**src/rtl/y_multicycle_ctrl.sv**
```systemverilog
// Multicycle control FSM: fetch/decode/exec/mem/writeback sequencing with
// illegal-instruction and memory-timeout halts plus a retired-instruction count.
module y_multicycle_ctrl #(
  parameter int MEM_TIMEOUT = 15
) (
  input  logic        clk,
  input  logic        rst_n,
  input  logic        run,
  input  logic [31:0] ins,
  input  logic        zero,
  input  logic        mem_ready,
  output logic        IRWrite,
  output logic        PCWrite,
  output logic [1:0]  PCSrc,
  output logic        RegWrite,
  output logic        ALUSrc,
  output logic [2:0]  op,
  output logic        MemRead,
  output logic        MemWrite,
  output logic        Mem2Reg,
  output logic        Link,
  output logic [2:0]  state,
  output logic        halted,
  output logic [1:0]  err,
  output logic [31:0] instret
);

  localparam logic [2:0] S_IDLE   = 3'd0;
  localparam logic [2:0] S_FETCH  = 3'd1;
  localparam logic [2:0] S_DECODE = 3'd2;
  localparam logic [2:0] S_EXEC   = 3'd3;
  localparam logic [2:0] S_MEM    = 3'd4;
  localparam logic [2:0] S_WB     = 3'd5;
  localparam logic [2:0] S_HALT   = 3'd7;

  localparam logic [2:0] C_R   = 3'd0;
  localparam logic [2:0] C_I   = 3'd1;
  localparam logic [2:0] C_LW  = 3'd2;
  localparam logic [2:0] C_SW  = 3'd3;
  localparam logic [2:0] C_BEQ = 3'd4;
  localparam logic [2:0] C_JAL = 3'd5;

  localparam logic [2:0] OP_AND = 3'b000;
  localparam logic [2:0] OP_OR  = 3'b001;
  localparam logic [2:0] OP_ADD = 3'b010;
  localparam logic [2:0] OP_SUB = 3'b110;
  localparam logic [2:0] OP_SLT = 3'b111;

  logic [2:0]  cls;
  logic [7:0]  wait_cnt;
  logic [31:0] instret_q;

  logic [6:0]  opcode;
  logic [2:0]  f3;
  logic [6:0]  f7;
  logic        dec_ok;
  logic [2:0]  dec_cls;
  logic [2:0]  dec_op;
  logic        dec_alusrc;
  logic        unused_ins;

  assign opcode     = ins[6:0];
  assign f3         = ins[14:12];
  assign f7         = ins[31:25];
  assign unused_ins = ^{ins[24:15], ins[11:7]};

  always_comb begin
    dec_ok     = 1'b1;
    dec_cls    = C_R;
    dec_op     = OP_ADD;
    dec_alusrc = 1'b0;
    case (opcode)
      7'b0110011: begin
        dec_cls = C_R;
        case ({f7, f3})
          10'b0000000_000: dec_op = OP_ADD;
          10'b0100000_000: dec_op = OP_SUB;
          10'b0000000_111: dec_op = OP_AND;
          10'b0000000_110: dec_op = OP_OR;
          10'b0000000_010: dec_op = OP_SLT;
          default:         dec_ok = 1'b0;
        endcase
      end
      7'b0010011: begin
        dec_cls    = C_I;
        dec_alusrc = 1'b1;
        case (f3)
          3'b000:  dec_op = OP_ADD;
          3'b110:  dec_op = OP_OR;
          3'b111:  dec_op = OP_AND;
          3'b010:  dec_op = OP_SLT;
          default: dec_ok = 1'b0;
        endcase
      end
      7'b0000011: begin
        dec_cls    = C_LW;
        dec_alusrc = 1'b1;
        dec_ok     = (f3 == 3'b010);
      end
      7'b0100011: begin
        dec_cls    = C_SW;
        dec_alusrc = 1'b1;
        dec_ok     = (f3 == 3'b010);
      end
      7'b1100011: begin
        dec_cls = C_BEQ;
        dec_op  = OP_SUB;
        dec_ok  = (f3 == 3'b000);
      end
      7'b1101111: dec_cls = C_JAL;
      default:    dec_ok  = 1'b0;
    endcase
  end

  always_ff @(posedge clk or negedge rst_n) begin
    if (!rst_n) begin
      state     <= S_IDLE;
      cls       <= C_R;
      op        <= 3'b000;
      ALUSrc    <= 1'b0;
      err       <= 2'b00;
      wait_cnt  <= 8'd0;
      instret_q <= 32'd0;
    end else begin
      if (PCWrite) instret_q <= instret_q + 32'd1;
      case (state)
        S_IDLE:   if (run) state <= S_FETCH;
        S_FETCH:  state <= S_DECODE;
        S_DECODE: begin
          if (dec_ok) begin
            cls    <= dec_cls;
            op     <= dec_op;
            ALUSrc <= dec_alusrc;
            state  <= S_EXEC;
          end else begin
            err   <= 2'b01;
            state <= S_HALT;
          end
        end
        S_EXEC: begin
          case (cls)
            C_LW, C_SW: begin
              wait_cnt <= 8'd0;
              state    <= S_MEM;
            end
            C_BEQ, C_JAL: state <= S_FETCH;
            default:      state <= S_WB;
          endcase
        end
        S_MEM: begin
          if (mem_ready) begin
            wait_cnt <= 8'd0;
            state    <= (cls == C_SW) ? S_FETCH : S_WB;
          end else if (wait_cnt == 8'(MEM_TIMEOUT - 1)) begin
            // this is the MEM_TIMEOUT-th consecutive stalled cycle
            wait_cnt <= 8'd0;
            err      <= 2'b10;
            state    <= S_HALT;
          end else begin
            wait_cnt <= wait_cnt + 8'd1;
          end
        end
        S_WB:    state <= S_FETCH;
        S_HALT:  state <= S_HALT;
        default: state <= S_HALT;
      endcase
    end
  end

  // Strobes decode straight from state so reset and HALT silence them at once.
  always_comb begin
    IRWrite  = 1'b0;
    PCWrite  = 1'b0;
    PCSrc    = 2'b00;
    RegWrite = 1'b0;
    MemRead  = 1'b0;
    MemWrite = 1'b0;
    Mem2Reg  = 1'b0;
    Link     = 1'b0;
    case (state)
      S_FETCH: IRWrite = 1'b1;
      S_EXEC: begin
        if (cls == C_BEQ) begin
          PCWrite = 1'b1;
          PCSrc   = zero ? 2'b01 : 2'b00;
        end else if (cls == C_JAL) begin
          PCWrite  = 1'b1;
          PCSrc    = 2'b10;
          RegWrite = 1'b1;
          Link     = 1'b1;
        end
      end
      S_MEM: begin
        MemRead  = (cls == C_LW);
        MemWrite = (cls == C_SW);
        PCWrite  = mem_ready && (cls == C_SW);
      end
      S_WB: begin
        RegWrite = 1'b1;
        PCWrite  = 1'b1;
        Mem2Reg  = (cls == C_LW);
      end
      default: ;
    endcase
  end

  assign halted  = (state == S_HALT);
  assign instret = instret_q;

endmodule

```
**config.mk**
```make
export PLATFORM = sky130hd
export DESIGN_NAME = y_multicycle_ctrl
export DESIGN_NICKNAME = d
export VERILOG_FILES = /design/src/rtl/y_multicycle_ctrl.sv
export SDC_FILE = /design/constraint.sdc
export NUM_CORES = 1
export LEC_CHECK = 0
export ABC_AREA = 1
export CAP_MARGIN = 20
export CORE_MARGIN = 3
export CORE_UTILIZATION = 51
export CTS_CLUSTER_DIAMETER = 30
export DETAILED_ROUTE_END_ITERATION = 16
export PLACE_DENSITY = 0.84
export SLEW_MARGIN = 30
export SYNTH_ARGS = -nofsm -noshare
export SYNTH_HDL_FRONTEND = slang
export SYNTH_SLANG_ARGS = --single-unit
```
**constraint.sdc**
```tcl
create_clock -name clk -period 2.7 [get_ports clk]
set_input_delay 0.54 -clock clk [delete_from_list [all_inputs] [get_ports clk]]
set_output_delay 0.54 -clock clk [all_outputs]
set_load 0.05 [all_outputs]
```
# Word level (Yosys, flattened, before mapping)
# Cells that the tools add are included.
[op_classes]
add_sub_neg = 2
n_eq_ne = 30
muxes = 37
reduce_logical = 16
[ops]
columns = ["operator", "n"]
rows = [
  ["32-bit by 1-bit adder with 32-bit output (second input constant)", 1],
  ["8-bit 2-to-1 mux", 3],
  ["3-bit == test (second input constant)", 7],
  ["10-bit by 3-bit == test with 1-bit output (second input constant)", 2],
  ["3-bit case mux with 3 select lines", 2],
  ["3-bit case mux with 6 select lines", 1],
  ["8-bit case mux with 2 select lines", 1],
  ["3-bit by 2-bit == test with 1-bit output (second input constant)", 5],
  ["3-bit 2-to-1 mux", 5],
  ["3-bit case mux with 5 select lines", 1],
  ["7-bit by 6-bit == test with 1-bit output (second input constant)", 2],
  ["7-bit == test (second input constant)", 2],
  ["1-bit 2-to-1 mux", 12],
  ["2-bit 2-to-1 mux", 6],
  ["3-bit case mux with 4 select lines", 1],
  ["10-bit by 2-bit == test with 1-bit output (second input constant)", 1],
  ["10-bit by 9-bit == test with 1-bit output (second input constant)", 1],
  ["10-bit logical NOT", 1],
  ["8-bit by 1-bit adder with 8-bit output (second input constant)", 1],
  ["8-bit by 4-bit == test with 1-bit output (second input constant)", 1],
  ["2-bit != test (second input constant)", 4],
  ["7-bit by 2-bit == test with 1-bit output (second input constant)", 1],
  ["7-bit by 5-bit == test with 1-bit output (second input constant)", 1],
  ["3-bit logical NOT", 2],
  ["16 further kinds", 21],
]
[word_totals]
regBits = 52
inputBits = 37
out_inout_bits = 51

# Depth between registers and ports, before layout
# Gate-level depths: netlist of run 1.
[depth]
depth_word = 6
depth_mapped = 12

# Worst setup path after synthesis of run 1
# OpenSTA, ideal clock, no wires.
[synth_timing]
path_kind = "flip-flop to output port"
start = "reg state[1]"
end = "out RegWrite"
arrival_ps = 2295
t_required_ps = 2160
path_slack_ps = -135
stages_incl_launch_ff = 5
n_path_buf = 0
path_cell_list = "dfrtp_1 nand3_1 nor3_1 inv_1 o21ai_0"
[synth_between]
elab_chain_cells = 2
word_cells_on_any_way = 3
[synth_rtl]
columns = ["item", "line", "source"]
rows = [
  ["start, declared", "22", "output logic [2:0] state,"],
  ["start signal, assigned", "153", "state <= (cls == C_SW) ? S_FETCH : S_WB;"],
  ["3-bit == test / 3-bit by 2-bit == test with 1-bit output (equally long branches)", "180", "case (state)"],
  ["1-bit case mux with 2 select lines (*)", "180", ""],
  ["end, declared", "15", "output logic RegWrite,"],
]
# Mark *: on every way between the ends. The rest lies on a longest branch, timed or not.

# Final worst setup path of run 1
[layout_timing]
start = "reg state[1]"
end = "out MemWrite"
[layout_between]
elab_chain_cells = 2
[layout_rtl]
columns = ["item", "line", "source"]
rows = [
  ["3-bit == test", "180", ""],
  ["1-bit 2-to-1 mux", "180", ""],
  ["end, declared", "19", "output logic MemWrite,"],
]
# Every way passes these cells.

==> results of run 1 <==
==> flip-flops by register name (all words and copies together) (netlist names) <==
signal / count
op: 3
wait_cnt: 8
state: 3
cls: 3
instret: 32
ALUSrc: 1
err: 2
==> routing by layer <==
metal  track usage, %  vias up
li1                 -     1611
met2             36.9      101
met1             30.8     1519
met5                0        -
met4             6.62        0
met3             3.55       11
==> worst paths after layout <==
check / slack [ns] / cells after the start / startpoint / end
min in group clk: 0.50 / 2 / op[2] / op[2]
hold reg to reg: 0.50 / 2 / op[2] / op[2]
hold / removal: 0.34 / 2 / rst_n / instret[17]
setup / recovery: 0.13 / 4 / state[1] / MemWrite
setup reg to reg: 0.69 / 8 / instret[0] / instret[26]
max in group asynchronous: 1.94 / 2 / rst_n / cls[0]
==> cells by family after synthesis <==
family | Yosys count | share of synthesized area (%)
AO/OA/AOI/OAI | 42 | 6.98
XOR/XNOR | 25 | 6.75
adder cells (fa/ha/maj) | 3 | 1.16
buffers and inverters | 63 | 7.99
flip-flops | 52 | 40.1
AND/OR/NAND/NOR | 272 | 37.0
==> layout make-up <==
class	instances	area share [%]
Sequential cell	52	31.5
Tap cell	75	2.27
Clock buffer	7	2.33
Multi-Input combinational cell	342	40.9
Timing Repair Buffer	74	17.7
Inverter	58	5.27
==> where the power goes <==
part	internal [mW]	leakage, nW	total [mW]	switching, mW
combinational	0.392	1.14	1.23	0.836
clock	0.229	0.0503	0.473	0.244
sequential	0.909	0.673	1.06	0.154
total	1.53	1.86	2.76	1.23
==> cells in the final DEF, fill, tap and decap left out, types with 3 or more instances in the layout <==
cell type | synthesis | final
sky130_fd_sc_hd__a21oi_1 | 11 | 11
sky130_fd_sc_hd__buf_4 | 4 | 7
sky130_fd_sc_hd__clkbuf_8 | 0 | 7
sky130_fd_sc_hd__clkdlybuf4s50_1 | 0 | 64
sky130_fd_sc_hd__dfrtp_1 | 52 | 52
sky130_fd_sc_hd__ha_1 | 3 | 3
sky130_fd_sc_hd__inv_1 | 56 | 56
sky130_fd_sc_hd__nand2_1 | 125 | 125
sky130_fd_sc_hd__nand2_2 | 5 | 5
sky130_fd_sc_hd__nand3_1 | 25 | 25
sky130_fd_sc_hd__nand4_1 | 15 | 15
sky130_fd_sc_hd__nor2_1 | 62 | 61
sky130_fd_sc_hd__nor2_2 | 4 | 5
sky130_fd_sc_hd__nor3_1 | 26 | 25
sky130_fd_sc_hd__o21ai_0 | 20 | 19
sky130_fd_sc_hd__o21ai_1 | 5 | 6
sky130_fd_sc_hd__xnor2_1 | 11 | 11
sky130_fd_sc_hd__xor2_1 | 14 | 14
==> through the flow <==
stage / std cells / area, um^2 / utilization, % / setup WS, ns
global placement: 601 / 4030 / 66.9 / 0.470
global route: 608 / 4130 / 68.5 / 0.0324
CTS: 608 / 4130 / 68.5 / 0.0932
detailed placement: 601 / 4030 / 66.9 / 0.402
floorplan: 457 / 3250 / - / 0.164
finish: 608 / 4130 / 68.5 / 0.134
==> repair_timing <==
item,CTS,global route
hold endpoints to repair,0,0
setup endpoints to repair,0,1
gates resized for setup,0,1
hold buffers,0,0
==> reports/qor.log, run 1 <==
[run_status] status complete, no violations
[finish] fillcell total 508
[critical_path] Crit-path slowest cell sky130_fd_sc_hd__clkdlybuf4s50_1
[floorplan] chip width 85.7 um
[sta] Worst Hold Slack 0.338 ns
[synthesis] cell accounting for the most synthesized area sky130_fd_sc_hd__dfrtp_1
[critical_path] data arrival time of the critical path 2.03 ns
[critical_path] CP cell instances nor2_2, nand2_2, nor3_4, clkdlybuf4s50_1
[grt] via count of the first global-routing pass 2985
[finish] Sequential cell area 1300 um^2
[critical_path] cell type group with the largest total delay on the critical path buffers and inverters
[critical_path] required time of the critical path 2.16 ns
[grt] Tot GR Track Use 22.5%
[placed_design] quantity of I/O buffers inserted on ports 72
[finish] P&R area growth vs syn 27.4%
[critical_path] Buf+Inv Stages, Crit Path 1
[clock_tree] number of buffers added for setup after CTS 0
[synthesis] Yosys Warn Count 0
[synthesis] post-synth design cell area 3240 um^2
[sta] Slew Limit Fails 0
[floorplan] number of standard-cell rows in the floorplan 28
[floorplan] Core Box Area 6030 um^2
[sta] post-route clock period utilization 95.0%
[sta] total setup violations reported at the end of the flow 0
[sta] clock tree skew after final layout 0.00657 ns
[detailed_routing] 1st-pass router iterations 4
[detailed_routing] average wire length per cell after detail routing 13.2 um
[sta] actual slew at the worst max-slew pin 0.638 ns
[detailed_routing] number of nets with antenna violations after detailed routing 0
[finish] Total Nets Final 573
[placed_design] final estimated routing congestion in global placement 0.953
[placed_design] half-perimeter wire length after placement 6320 um
[detailed_routing] total via count after detailed routing 3242
[floorplan] total die area 7350 um^2
[pwr] cell leakage power 1.86 nW
[grt] total gr overflow 0
[finish] antenna diode count 0
[clock_tree] number of sinks on the clock net 52
[synthesis] leading post-synthesis cells by instance count sky130_fd_sc_hd__nand2_1, sky130_fd_sc_hd__nor2_1, sky130_fd_sc_hd__inv_1, sky130_fd_sc_hd__dfrtp_1, sky130_fd_sc_hd__nor3_1
[detailed_routing] overall routed net length 8000 um
[detailed_routing] detailed route wirelength on metal3 410 um
[synthesis] average footprint of a synthesized cell 7.10 um^2
[clock_tree] clock latency on the worst-skew pair 0.30 ns
[min_path] kind of path behind the tightest hold check input port to asynchronous set/reset pin
[critical_path] type of element capturing the critical path output pin
[pwr] overall power after layout 2.76 mW
[flow_run] number of violations of the max-capacitance limit 0
[detailed_routing] amount of wire on met2 after detailed routing 3890 um
[sta] maximum clock frequency 390 MHz
[clock_tree] deepest clock path buffer count 2
[critical_path] category of the critical setup timing path register to output pin
[detailed_routing] number of remaining DRC errors 0
[sta] worst rel slew slack 57.5%
[floorplan] starting utilization of the core area 53.8%
[grt] first-pass GRT wire length 13600 um
[critical_path] largest stage delay on the critical path 0.83 ns
[floorplan] die height 85.7 um
[sta] setup TNS after final layout 0 ns
[sta] post-layout minimum cycle time 2.57 ns
[synthesis] number of flops mapped to enable cells by yosys 0
[sta] RSZ-0062 raised after global routing no
[synthesis] Unique masters post-synth 30
[synthesis] ys flop type sky130_fd_sc_hd__dfrtp_1
[detailed_routing] Vias/cell 5.33
[detailed_routing] total routed wire length on the met1 layer 3580 um
[clock_tree] Worst-path clk slew 0.09 ns
[clock_tree] number of buffers created by CTS 5
[critical_path] critical path launch point type register
[clock_tree] CTS tree done
[synthesis] share of flip-flops with an asynchronous set or reset after synthesis 100%
[grt] maximum number of pins on one net before global-route repair 53
[clock_tree] depth of the CTS H-tree 2
[synthesis] Gate Count Post-Synth 457
[sta] Hold Violations, Final 0
[synthesis] top post-synthesis cells by area sky130_fd_sc_hd__dfrtp_1, sky130_fd_sc_hd__nand2_1, sky130_fd_sc_hd__nor2_1, sky130_fd_sc_hd__inv_1, sky130_fd_sc_hd__nor3_1
[floorplan] I/O pins 88
[critical_path] worst-path maximum fanout 7
[synthesis] share of the synthesized area in the top cell type 40.1%
[finish] share of final-layout standard cells stronger than drive strength 1 6.57%
[finish] area occupied by multi-input gates 1690 um^2
[synthesis] count of state elements after synthesis 52
[clock_tree] cell at the root of the clock tree sky130_fd_sc_hd__clkbuf_8
[detailed_routing] highest routing layer actually used met4
[synthesis] synthesized netlist net count 497
[grt] antenna violations before repair 0
[pwr] Power Dens Cells 669 nW/um^2
[detailed_routing] DRC marker count from the first detailed-route iteration 270
[pwr] worst ir drop on vdd 0.000596 V
[synthesis] count leader, synth sky130_fd_sc_hd__nand2_1
[synthesis] share of the yosys chip area belonging to registers 40.1%
Note: power is estimated with default switching activity, not from simulation.
==> run 2, diff against run 1 <==
CTS_CLUSTER_SIZE = 30   (was not set)
REMOVE_ABC_BUFFERS = 1   (was not set)
==> reports/qor.log, run 2 (same netlist as run 1, synthesis figures left out) <==
[run_status] status complete, no violations
[finish] Total Nets Final 574
[pwr] Power Internal 1.51 mW
[placed_design] minimum setup slack after placement 0.446 ns
[pwr] overall power after layout 2.75 mW
[grt] Tot GR Track Use 22.9%
[sta] post-route clock period utilization 96.2%
[clock_tree] deepest clock path buffer count 2
[sta] Slew Limit Fails 0
[finish] antenna diode count 0
[detailed_routing] number of remaining DRC errors 0
[detailed_routing] Vias/cell 5.38
[sta] maximum clock frequency 385 MHz
[floorplan] chip width 85.7 um
[min_path] kind of path behind the tightest hold check input port to asynchronous set/reset pin
[floorplan] number of standard-cell rows in the floorplan 28
[finish] most frequent cells in the layout sky130_fd_sc_hd__nand2_1, sky130_fd_sc_hd__clkdlybuf4s50_1, sky130_fd_sc_hd__nor2_1
[grt] maximum number of pins on one net before global-route repair 24
[critical_path] data arrival time of the critical path 2.06 ns
[clock_tree] number of buffers added for setup after CTS 0
[detailed_routing] overall routed net length 8090 um
[grt] via count of the first global-routing pass 3100
[critical_path] critical path launch point type register
[sta] post-layout minimum cycle time 2.60 ns
[finish] final std cells w/o fill 610
[finish] leading cell type in the layout, fill and taps excluded sky130_fd_sc_hd__nand2_1
[clock_tree] clock latency on the worst-skew pair 0.31 ns
[pwr] sw power 1.24 mW
[pwr] worst ir drop on vdd 0.000597 V
[flow_run] number of violations of the max-capacitance limit 0
[clock_tree] cell at the root of the clock tree sky130_fd_sc_hd__clkbuf_8
[grt] total gr overflow 0
[pwr] Net Sw Frac 45.2%
[pwr] share of total power in combinational logic 44.8%
[floorplan] Core Box Area 6030 um^2
[detailed_routing] DRC marker count from the first detailed-route iteration 208
[grt] met3 Usage GRT 4.23%
[finish] share of the core filled with cells in the final layout 68.4%
[finish] share of final-layout standard cells stronger than drive strength 1 6.17%
[pwr] Power Dens Cells 668 nW/um^2
[critical_path] category of the critical setup timing path register to output pin
[sta] Worst Hold Slack 0.201 ns
[placed_design] post-detailed-placement cell area 4030 um^2
[placed_design] final estimated routing congestion in global placement 0.950
[pwr] share of power burned in registers 38.6%
[grt] met1 track utilization from global routing 31.0%
[grt] antenna violations before repair 0
[floorplan] starting utilization of the core area 53.8%
[placed_design] quantity of I/O buffers inserted on ports 72
[grt] fraction of met2 tracks used by global routing 37.6%
[grt] first-pass GRT wire length 13700 um
[pwr] Clk pwr share 16.6%
[sta] setup TNS after final layout 0 ns
[clock_tree] Worst-path clk slew 0.09 ns
[grt] GRT Max-Usage Layer met2
[finish] P&R area growth vs syn 27.1%
[sta] clock tree skew after final layout 0.00871 ns
[placed_design] half-perimeter wire length after placement 6290 um
[floorplan] I/O pins 88
[floorplan] die height 85.7 um
[finish] number of flip-flops under the largest register name 32
[clock_tree] depth of the CTS H-tree 2
[pwr] cell leakage power 1.85 nW
[detailed_routing] number of nets with antenna violations after detailed routing 0
[placed_design] number of instances in the placed design 602
[critical_path] required time of the critical path 2.16 ns
[sta] slack of the critical path 0.104 ns
[clock_tree] number of sinks on the clock net 52
[detailed_routing] average wire length per cell after detail routing 13.3 um
[detailed_routing] total via count after detailed routing 3283
[critical_path] type of element capturing the critical path output pin
[floorplan] total die area 7350 um^2
[finish] summed area of non-filler cells in the final layout 4120 um^2
[sta] actual slew at the worst max-slew pin 0.532 ns
[sta] Hold Violations, Final 0
[clock_tree] CTS tree done
[detailed_routing] 1st-pass router iterations 6
[clock_tree] number of hold buffers added after CTS 0
[sta] total setup violations reported at the end of the flow 0
[sta] RSZ-0062 raised after global routing no
[critical_path] worst-path maximum fanout 7
[critical_path] reg-to-reg setup timing slack 0.69 ns
[sta] worst rel slew slack 64.4%
[clock_tree] number of buffers created by CTS 5
[clock_tree] post-CTS sizing 0
[run 2: cell types whose count changed in the layout (fill, tap and decap cells not counted), sizes merged]
cell and delta:
buf +1, dlymetal6s2s -1, clkdlybuf4s50 +1, clkbuf +1
[run 2: final timing paths]
kind	startpoint	endpoint	cells past startpoint
max	state[1]	MemRead	4
min	rst_n	instret[5]	1
max reg2reg	state[2]	instret[3]	9
min reg2reg	err[0]	err[0]	2
max in group asynchronous	rst_n	instret[22]	2
min in group clk	err[0]	err[0]	2
[run 2: layout make-up]
class / count / area (um^2)
fillers: 513 / 1900
multi-input cells: 342 / 1680
flip-flops and latches: 52 / 1300
repair buffers: 75 / 736
inverters: 58 / 218
well taps: 75 / 93.8
clock buffers: 8 / 90.1
[run 2: routing by layer]
metal  up-vias  wire (um)  part of all wire (%)
met3         8        535                   6.6
met1      1530       3610                    45
met5         -          0                     0
met2       121       3840                    47
li1       1624          -                     -
met4         0        102                   1.3
[run 2: power groups by stage]
stage | registers [mW] | clock network [mW] | logic, mW
6_report | 1.06 | 0.457 | 1.23
5_1_grt | 1.08 | 0.496 | 1.33
4_1_cts | 1.06 | 0.469 | 1.24
3_5_place_dp | 1.07 | 0 | 1.23
3_3_place_gp | 1.06 | 0 | 1.21
2_1_floorplan | 1.33 | 0 | 0.522
[run 2: worst max-delay path: stages (launching register included)]
cell	delay (ns)
sky130_fd_sc_hd__dfrtp_1	0.47
sky130_fd_sc_hd__nor2_2	0.17
sky130_fd_sc_hd__nand2_2	0.12
sky130_fd_sc_hd__nor3_1	0.16
sky130_fd_sc_hd__clkdlybuf4s50_1	0.83
